[src/rtl/pipe_pkg.sv]
// Shared definitions for the IF->ID skid stage.
//  - Default widths and the NOP bubble value (sll $0,$0,0 == 32'h0).
//  - Occupancy state encoding for the skid control FSM.
package pipe_pkg;

  localparam int INSTR_W_DEF = 32;
  localparam int PC_W_DEF    = 32;
  localparam int CNT_W_DEF   = 16;

  localparam logic [31:0] NOP_INSTR_DEF = 32'h0000_0000;

  // Encoding equals the number of held entries.
  typedef enum logic [1:0] {
    ST_EMPTY = 2'd0,
    ST_ONE   = 2'd1,
    ST_TWO   = 2'd2
  } skid_state_e;

endpackage

[src/rtl/pipe_slot.sv]
// One storage slot: data register plus valid bit.
// Ports:
//  clk, rst    clock / synchronous active-high reset
//  load        capture d and set valid
//  clear       drop the entry (wins over load)
//  d           data to capture
//  valid       slot holds an entry
//  q           held data
module pipe_slot #(
  parameter int W = 64
) (
  input  logic         clk,
  input  logic         rst,
  input  logic         load,
  input  logic         clear,
  input  logic [W-1:0] d,
  output logic         valid,
  output logic [W-1:0] q
);

  logic         valid_q, valid_d;
  logic [W-1:0] data_q, data_d;

  always_comb begin
    valid_d = valid_q;
    data_d  = data_q;
    if (clear) begin
      valid_d = 1'b0;
      data_d  = '0;
    end else if (load) begin
      valid_d = 1'b1;
      data_d  = d;
    end
  end

  always_ff @(posedge clk) begin
    if (rst) begin
      valid_q <= 1'b0;
      data_q  <= '0;
    end else begin
      valid_q <= valid_d;
      data_q  <= data_d;
    end
  end

  assign valid = valid_q;
  assign q     = data_q;

endmodule

[src/rtl/ifid_skid_stage.sv]
// IF->ID pipeline stage with a 2-entry skid buffer (MAIN drives decode,
// SKID catches the entry accepted while decode stalls), flush, and a
// saturating stall-cycle counter.
// Ports:
//  clk, rst              clock / synchronous active-high reset
//  in_valid/in_ready     fetch-side handshake (in_ready is a flop)
//  in_instr, in_pc       fetched instruction and its PC
//  flush                 discard every held and incoming entry
//  out_valid/out_ready   decode-side handshake
//  out_instr, out_pc     to decode; NOP_INSTR / 0 when out_valid=0
//  stall_cnt             cycles with out_valid && !out_ready (saturating)
//  dbg_state             current occupancy state
//
// Handshake: a transfer happens at a rising edge where valid && ready are
// both high; valid never depends on ready, and in_ready has no
// combinational path from out_ready.
module ifid_skid_stage
  import pipe_pkg::*;
#(
  parameter int                   INSTR_W   = INSTR_W_DEF,
  parameter int                   PC_W      = PC_W_DEF,
  parameter logic [INSTR_W-1:0]   NOP_INSTR = INSTR_W'(NOP_INSTR_DEF),
  parameter int                   CNT_W     = CNT_W_DEF
) (
  input  logic               clk,
  input  logic               rst,
  input  logic               in_valid,
  output logic               in_ready,
  input  logic [INSTR_W-1:0] in_instr,
  input  logic [PC_W-1:0]    in_pc,
  input  logic               flush,
  output logic               out_valid,
  input  logic               out_ready,
  output logic [INSTR_W-1:0] out_instr,
  output logic [PC_W-1:0]    out_pc,
  output logic [CNT_W-1:0]   stall_cnt,
  output logic [1:0]         dbg_state
);

  localparam int DW = INSTR_W + PC_W;

  skid_state_e      state_q, state_d;
  logic             in_ready_q, in_ready_d;
  logic [CNT_W-1:0] stall_cnt_q, stall_cnt_d;

  logic          main_valid, skid_valid;
  logic [DW-1:0] main_data, skid_data, main_din;
  logic          main_load, main_clr, main_from_skid;
  logic          skid_load, skid_clr;
  logic          in_xfer, out_xfer;

  assign in_xfer  = in_valid && in_ready_q;
  assign out_xfer = main_valid && out_ready;

  // State register, registered in_ready and stall counter.
  always_ff @(posedge clk) begin
    if (rst) begin
      state_q     <= ST_EMPTY;
      in_ready_q  <= 1'b0;
      stall_cnt_q <= '0;
    end else begin
      state_q     <= state_d;
      in_ready_q  <= in_ready_d;
      stall_cnt_q <= stall_cnt_d;
    end
  end

  // Next-state logic.
  always_comb begin
    state_d = state_q;
    unique case (state_q)
      ST_EMPTY: if (in_xfer) state_d = ST_ONE;
      ST_ONE: begin
        if (in_xfer && !out_xfer)      state_d = ST_TWO;
        else if (!in_xfer && out_xfer) state_d = ST_EMPTY;
      end
      ST_TWO:   if (out_xfer) state_d = ST_ONE;
      default:  state_d = ST_EMPTY;
    endcase
    if (flush) state_d = ST_EMPTY;
  end

  // Output logic: slot controls, in_ready and counter next values.
  always_comb begin
    main_load      = 1'b0;
    main_clr       = 1'b0;
    main_from_skid = 1'b0;
    skid_load      = 1'b0;
    skid_clr       = 1'b0;
    unique case (state_q)
      ST_EMPTY: main_load = in_xfer;
      ST_ONE: begin
        if (in_xfer && out_xfer) main_load = 1'b1;
        else if (in_xfer)        skid_load = 1'b1;
        else if (out_xfer)       main_clr  = 1'b1;
      end
      ST_TWO: begin
        if (out_xfer && skid_valid) begin
          main_load      = 1'b1;
          main_from_skid = 1'b1;
          skid_clr       = 1'b1;
        end
      end
      default: begin
        main_clr = 1'b1;
        skid_clr = 1'b1;
      end
    endcase
    // Flush drops everything; an accepted input this cycle is discarded.
    if (flush) begin
      main_load = 1'b0;
      skid_load = 1'b0;
      main_clr  = 1'b1;
      skid_clr  = 1'b1;
    end

    in_ready_d = (state_d != ST_TWO);

    stall_cnt_d = stall_cnt_q;
    if (main_valid && !out_ready && (stall_cnt_q != {CNT_W{1'b1}}))
      stall_cnt_d = stall_cnt_q + CNT_W'(1);
  end

  assign main_din = main_from_skid ? skid_data : {in_pc, in_instr};

  pipe_slot #(.W(DW)) u_main (
    .clk   (clk),
    .rst   (rst),
    .load  (main_load),
    .clear (main_clr),
    .d     (main_din),
    .valid (main_valid),
    .q     (main_data)
  );

  pipe_slot #(.W(DW)) u_skid (
    .clk   (clk),
    .rst   (rst),
    .load  (skid_load),
    .clear (skid_clr),
    .d     ({in_pc, in_instr}),
    .valid (skid_valid),
    .q     (skid_data)
  );

  assign in_ready  = in_ready_q;
  assign out_valid = main_valid;
  assign out_instr = main_valid ? main_data[INSTR_W-1:0] : NOP_INSTR;
  assign out_pc    = main_valid ? main_data[DW-1:INSTR_W] : '0;
  assign stall_cnt = stall_cnt_q;
  assign dbg_state = state_q;

endmodule

[config.mk]
export PLATFORM = sky130hd
export DESIGN_NAME = ifid_skid_stage
export DESIGN_NICKNAME = d
export VERILOG_FILES = /design/src/rtl/pipe_pkg.sv /design/src/rtl/pipe_slot.sv /design/src/rtl/ifid_skid_stage.sv
export SDC_FILE = /design/constraint.sdc
export NUM_CORES = 1
export LEC_CHECK = 0
export BUFFER_PORTS_ARGS = -buffer_cell sky130_fd_sc_hd__buf_2
export CAP_MARGIN = 20
export CORE_ASPECT_RATIO = 0.9
export CORE_MARGIN = 2
export CORE_UTILIZATION = 40
export CTS_CLUSTER_SIZE = 40
export DETAILED_ROUTE_END_ITERATION = 7
export MAX_ROUTING_LAYER = met4
export PLACE_DENSITY_LB_ADDON = 0.2
export SYNTH_ARGS = -nofsm -noshare
export SYNTH_HDL_FRONTEND = slang
export SYNTH_SLANG_ARGS = --single-unit
[constraint.sdc]
create_clock -name clk -period 2.82 [get_ports clk]
set_input_delay 0.141 -clock clk [delete_from_list [all_inputs] [get_ports clk]]
set_output_delay 0.141 -clock clk [all_outputs]
set_load 0.02 [all_outputs]
; ---- Yosys cells after proc, flatten, opt, wreduce, memory -nomap -nowiden
; Index checks and enable logic that the tools add are counted.
[word_totals]
regBits = 149
in_bits = 69
output_inout_bits = 84
wordCells = 53
[op_classes]
addsub = 1
n_eq_ne = 4
muxes = 25
n_reduce_logical = 16
[op_table]
columns = operator, n
row1 = 32-bit two-way mux, 2
row2 = 64-bit two-way mux, 1
row3 = "16-bit by 1-bit adder with 16-bit output, second input constant", 1
row4 = "16-bit inequality test, second input constant", 1
row5 = 1-bit two-way mux, 13
row6 = 2-bit two-way mux, 5
row7 = 1-bit logical AND, 8
row8 = 2-bit OR reduction, 4
row9 = 2-bit one-hot mux with 3 select lines, 1
row10 = 1-bit one-hot mux with 2 select lines, 2
row11 = 1-bit logical NOT, 3
row12 = 1-bit one-hot mux with 3 select lines, 1
row13 = "2-bit by 1-bit equality test with 1-bit output, second input constant", 1
row14 = "2-bit equality test, second input constant", 1
row15 = 2-bit logical NOT, 1
row16 = "2-bit inequality test, second input constant", 1

; ---- Logic depth before layout (Yosys ltp)
[depth]
ltp_word = 8
depth_mapped = 6

; ---- Modules after synthesis
; From an unflattened synthesis, not the netlist that was laid out.
[hier_totals]
hier_cells = 684
hier_area_um2 = 6885.4
[modules_own_cells]
columns = mod, instances, cells_each, area_per_inst_um2, seq_area_each_um2
row1 = pipe_slot, 2, 210, 2339.7, 1301.2
row2 = ifid_skid_stage, 1, 264, 2205.9, 380.4

; ---- Least setup slack after synthesis
; No wires, ideal clock.
[synth_path]
path_kind = reg2reg
from = register stall_cnt_q[0], in the netlist stall_cnt[0]
to = register stall_cnt_q[9], in the netlist stall_cnt[9]
arrival_time_ps = 1697
slack_ps = 1053
stages_incl_launch_ff = 7
period_less_slack_ps = 1767
cell_sequence = dfxtp_1 ha_1 nand4_1 nor4_4 buf_4 o31ai_1 a21oi_1
[synth_via]
elab_chain_cells = 2
elab_cells_between_ends = 3
classes_between = add/sub: 1 / eq/ne: 1 / reduce/logical: 1
[synth_lines]
columns = item, line_no
row1 = start: declaration, ifid_skid_stage.sv:44  ; logic [CNT_W-1:0] stall_cnt_q, stall_cnt_d;
row2 = start signal: assignment, ifid_skid_stage.sv:64  ; stall_cnt_q <= stall_cnt_d;
row3 = "parallel branches: the longest is 2 deep, another holds 16-bit by 1-bit adder with 16-bit output", -
; Parallel ways; which one is timed is not known.
; A chain may end at the register's enable or synchronous reset.

; ---- Worst setup path after layout
[layout_path]
from = register u_main.valid_q, in the netlist u_main.valid
to = register u_main.data_q[27], in the netlist u_main.q[27]
[layout_via]
elab_chain_cells = 7
elab_cells_between_ends = 15
classes_between = mux: 11 / reduce/logical: 4
[layout_lines]
columns = item, line_no
row1 = start: declaration, pipe_slot.sv:21  ; logic valid_q, valid_d;
row2 = start signal: assignment, pipe_slot.sv:41  ; valid_q <= valid_d;
row3 = 1-bit logical AND (*), ifid_skid_stage.sv:53  ; assign out_xfer = main_valid && out_ready;
row4 = 1-bit two-way mux, ifid_skid_stage.sv:95  ; else if (out_xfer) main_clr = 1'b1;
row5 = 1-bit two-way mux, ifid_skid_stage.sv:94  ; else if (in_xfer) skid_load = 1'b1;
row6 = 1-bit two-way mux, ifid_skid_stage.sv:93  ; if (in_xfer && out_xfer) main_load = 1'b1;
row7 = 1-bit one-hot mux with 2 select lines, ifid_skid_stage.sv:90  ; unique case (state_q)
row8 = 1-bit two-way mux, ifid_skid_stage.sv:110  ; if (flush) begin
row9 = 2-bit OR reduction (no source line), -
row10 = end signal: assignment, pipe_slot.sv:42  ; data_q <= data_d;
row11 = end: declaration, pipe_slot.sv:22  ; logic [W-1:0] data_q, data_d;
; Every way passes the cells marked *; elsewhere a longest branch is shown, timed or not.

==> metrics.txt <==
outcome=complete, no violations; Final Hold Vio Count=0; cell count after synthesis=781; Area Overhead vs Synth=31.35%; clk sink count=149; number of synthesized register bits=about 150; CTS Buf Count=17; WP depth=5; cell at the slowest stage of the critical path=dfxtp_2; Site Rows=45; largest net degree at the start of global routing=80; Placed Cells=1088; Final Cycle Share=between 70% and 80%; CTS tree=done; initial antenna violation count=0; clk buf depth=2; clock slew at reported path FFs=0.06 ns; Pwr Density=approximately 540 nW/um^2; non-filler cells, final=1185; Die Y=127.6 um; Worst setup SP type=flip-flop; Mapped Nets=851; Setup TNS=0 ns; Reg area=2984 um^2; Layout fillers=1566; Port-buffer cells=152; Hold Crit Class=primary input to flip-flop; Post-Route M1 WL=8563 um; Max Clock Skew=0.006948 ns; EDFF count, synth=0; RSZ-0062 raised after global routing=no; DRC Markers=0; Syn. warnings=0; drt first pass iters=5; # hold bufs at CTS=65; asr flop ratio synth=0%; Max Clock Freq=between 0.4 and 0.5 GHz; first-pass GRT wire length=between 20000 and 30000 um; ANT cells=0; total number of vias=6149; CP max stage delay=~0.5 ns; syn avg cell area=about 8.7 um^2; Routed Antenna Nets=0; Slew Viols, Final=0; Ports=153; DR top layer=met4; postcts setup bufs=0; final wirelength=roughly 18000 um; Initial Utilization=40.62%; multi-input logic area=3448 um^2; met3 WL=~640 um; Slew @ Worst Pin=~0.78 ns; Max-cap violations=0; CP Class=flip-flop to flip-flop; vias in the first global route=5697; min Tclk post-route=2.029 ns; Arr. time, crit path=~2.4 ns; Via-to-Cell Ratio=5.189; Pleak=~3.9 nW; core area=16720 um^2; DP HPWL=10880 um; met2 WL=8130 um; worst r2r path cells=5; DRT iter0 DRCs=306; crit-path max FO=32; CP top delay family=simple AND/OR/NAND/NOR gates; hold depth=2; register area share after synthesis=43.91%; die width=approximately 140 um; Die ar.=around 18000 um^2; Worst slew margin=47.94%; total power=~4.9 mW; WP buf/inv=1; worst IR drop on VDD=0.0004140 V; Netlist cell types=41; H-tree Lvls=4; Worst-Skew Late Latency=~0.43 ns; Critical Path RT=3.14 ns; Synth Flop Type=dfxtp_1; ratio of cells with drive above 1 in the final layout=21.77%; Critical Path, Cell by Cell=and4b_4 -> nand2_4 -> buf_4 -> mux2i_1 -> a311oi_1; Root Driver=clkbuf_16; GP Congestion=0.7371; PostCTS Resize Cnt=0; Final nets=1031; remaining global-route overflow=0; synthesized cell area=6793 um^2; drt wl/cell=14.93 um; total track usage=20.53%; crit end category=flip-flop; final setup fails=0
==> layout by cell type, fill, tap and decap left out, types with 4 or more instances in the layout <==
master,instances
nor2_1,7
o21ai_1,9
o31ai_1,4
or4_1,4
and2_1,67
clkbuf_8,4
nor2b_1,6
buf_2,152
a21oi_1,144
dfxtp_1,148
nand4_1,7
buf_12,4
clkbuf_16,17
nand3_1,5
buf_4,14
or3_1,7
nand2_1,135
clkinv_2,5
mux2i_1,66
dlygate4sd3_1,65
a311oi_1,64
==> synthesized netlist by cell type, types with 2 or more instances <==
| cell | instances | area, um^2 |
|---|---|---|
| mux2i_1 | 66 | 660.6 |
| buf_2 | 21 | 105.1 |
| buf_1 | 6 | 22.52 |
| nor2b_1 | 6 | 37.54 |
| inv_1 | 3 | 11.26 |
| buf_4 | 6 | 45.04 |
| nand2_1 | 135 | 506.7 |
| and3_1 | 2 | 12.51 |
| o21ai_1 | 10 | 50.05 |
| and4_1 | 2 | 17.52 |
| dfxtp_1 | 149 | 2983 |
| mux2_1 | 3 | 33.78 |
| clkbuf_1 | 33 | 123.9 |
| and2_1 | 67 | 419.2 |
| or4_1 | 4 | 30.03 |
| nand4_1 | 7 | 43.79 |
| nand3_1 | 7 | 35.03 |
| buf_6 | 8 | 90.09 |
| or3_1 | 7 | 43.79 |
| nor4_1 | 3 | 18.77 |
| o31ai_1 | 4 | 30.03 |
| a21oi_1 | 144 | 720.7 |
| a311oi_1 | 64 | 560.5 |
| nor2_1 | 7 | 26.28 |
==> routing by layer <==
| metal | up-vias | global-route usage (%) |
|---|---|---|
| met3 | 29 | 3.823 |
| li1 | 3172 | - |
| met2 | 133 | 31.27 |
| met5 | - | - |
| met4 | 0 | 8.588 |
| met1 | 2815 | 26.89 |
==> sequential cells by signal (all words and copies together) (netlist names) <==
register and flops:
dbg_state 2, in_ready 1, stall_cnt 16, u_main.q 64
u_main.valid 1, u_skid.q 64, u_skid.valid 1
==> power breakdown <==
| part | switching [mW] | internal [mW] |
|---|---|---|
| clock network | 0.870 | 1.48 |
| logic | 0.196 | 0.162 |
| registers | 0.0147 | 2.13 |
==> final cells by class <==
type	count	area share, %
clock buffer	23	5.469
clock inverter	9	1.388
inverter	4	0.1963
multi-input combinational	554	38.65
sequential	149	33.45
tap	211	2.959
timing repair buffer	235	17.89
==> kinds of logic (layout without fill, tap and decap cells) <==
logic type | after synthesis | count (layout) | synth area share [%]
AO/OA/AOI/OAI | 227 | 227 | 20.81
adder cells (fa/ha/maj) | 1 | 1 | 0.1842
buffers and inverters | 78 | 271 | 5.913
flip-flops | 149 | 149 | 43.91
multiplexers | 69 | 69 | 10.22
AND/OR/NAND/NOR | 257 | 257 | 18.95
==> worst paths after layout <==
path	start	to	slack [ns]
worst max-delay path	u_main.valid	u_main.q[27]	0.79
worst min-delay path	rst	stall_cnt[9]	0.16
worst max register to register	u_main.valid	u_main.q[27]	0.79
worst min register to register	u_skid.q[11]	u_skid.q[11]	0.45
==> stage by stage <==
stage | cell area, um^2 | util (%) | hold WS, ns | worst slack (ns)
after floorplan | 6793 | - | 0.2195 | 1.053
after global placement | 7660 | 45.81 | 0.3891 | 0.7938
after detailed placement | 7660 | 45.81 | 0.3902 | 0.7605
after CTS | 8922 | 53.36 | 0.1342 | 0.7535
after global routing | 8922 | 53.36 | 0.1618 | 0.5947
final | 8922 | 53.36 | 0.1607 | 0.7909
No activity file was read; power rests on OpenSTA's default activity.
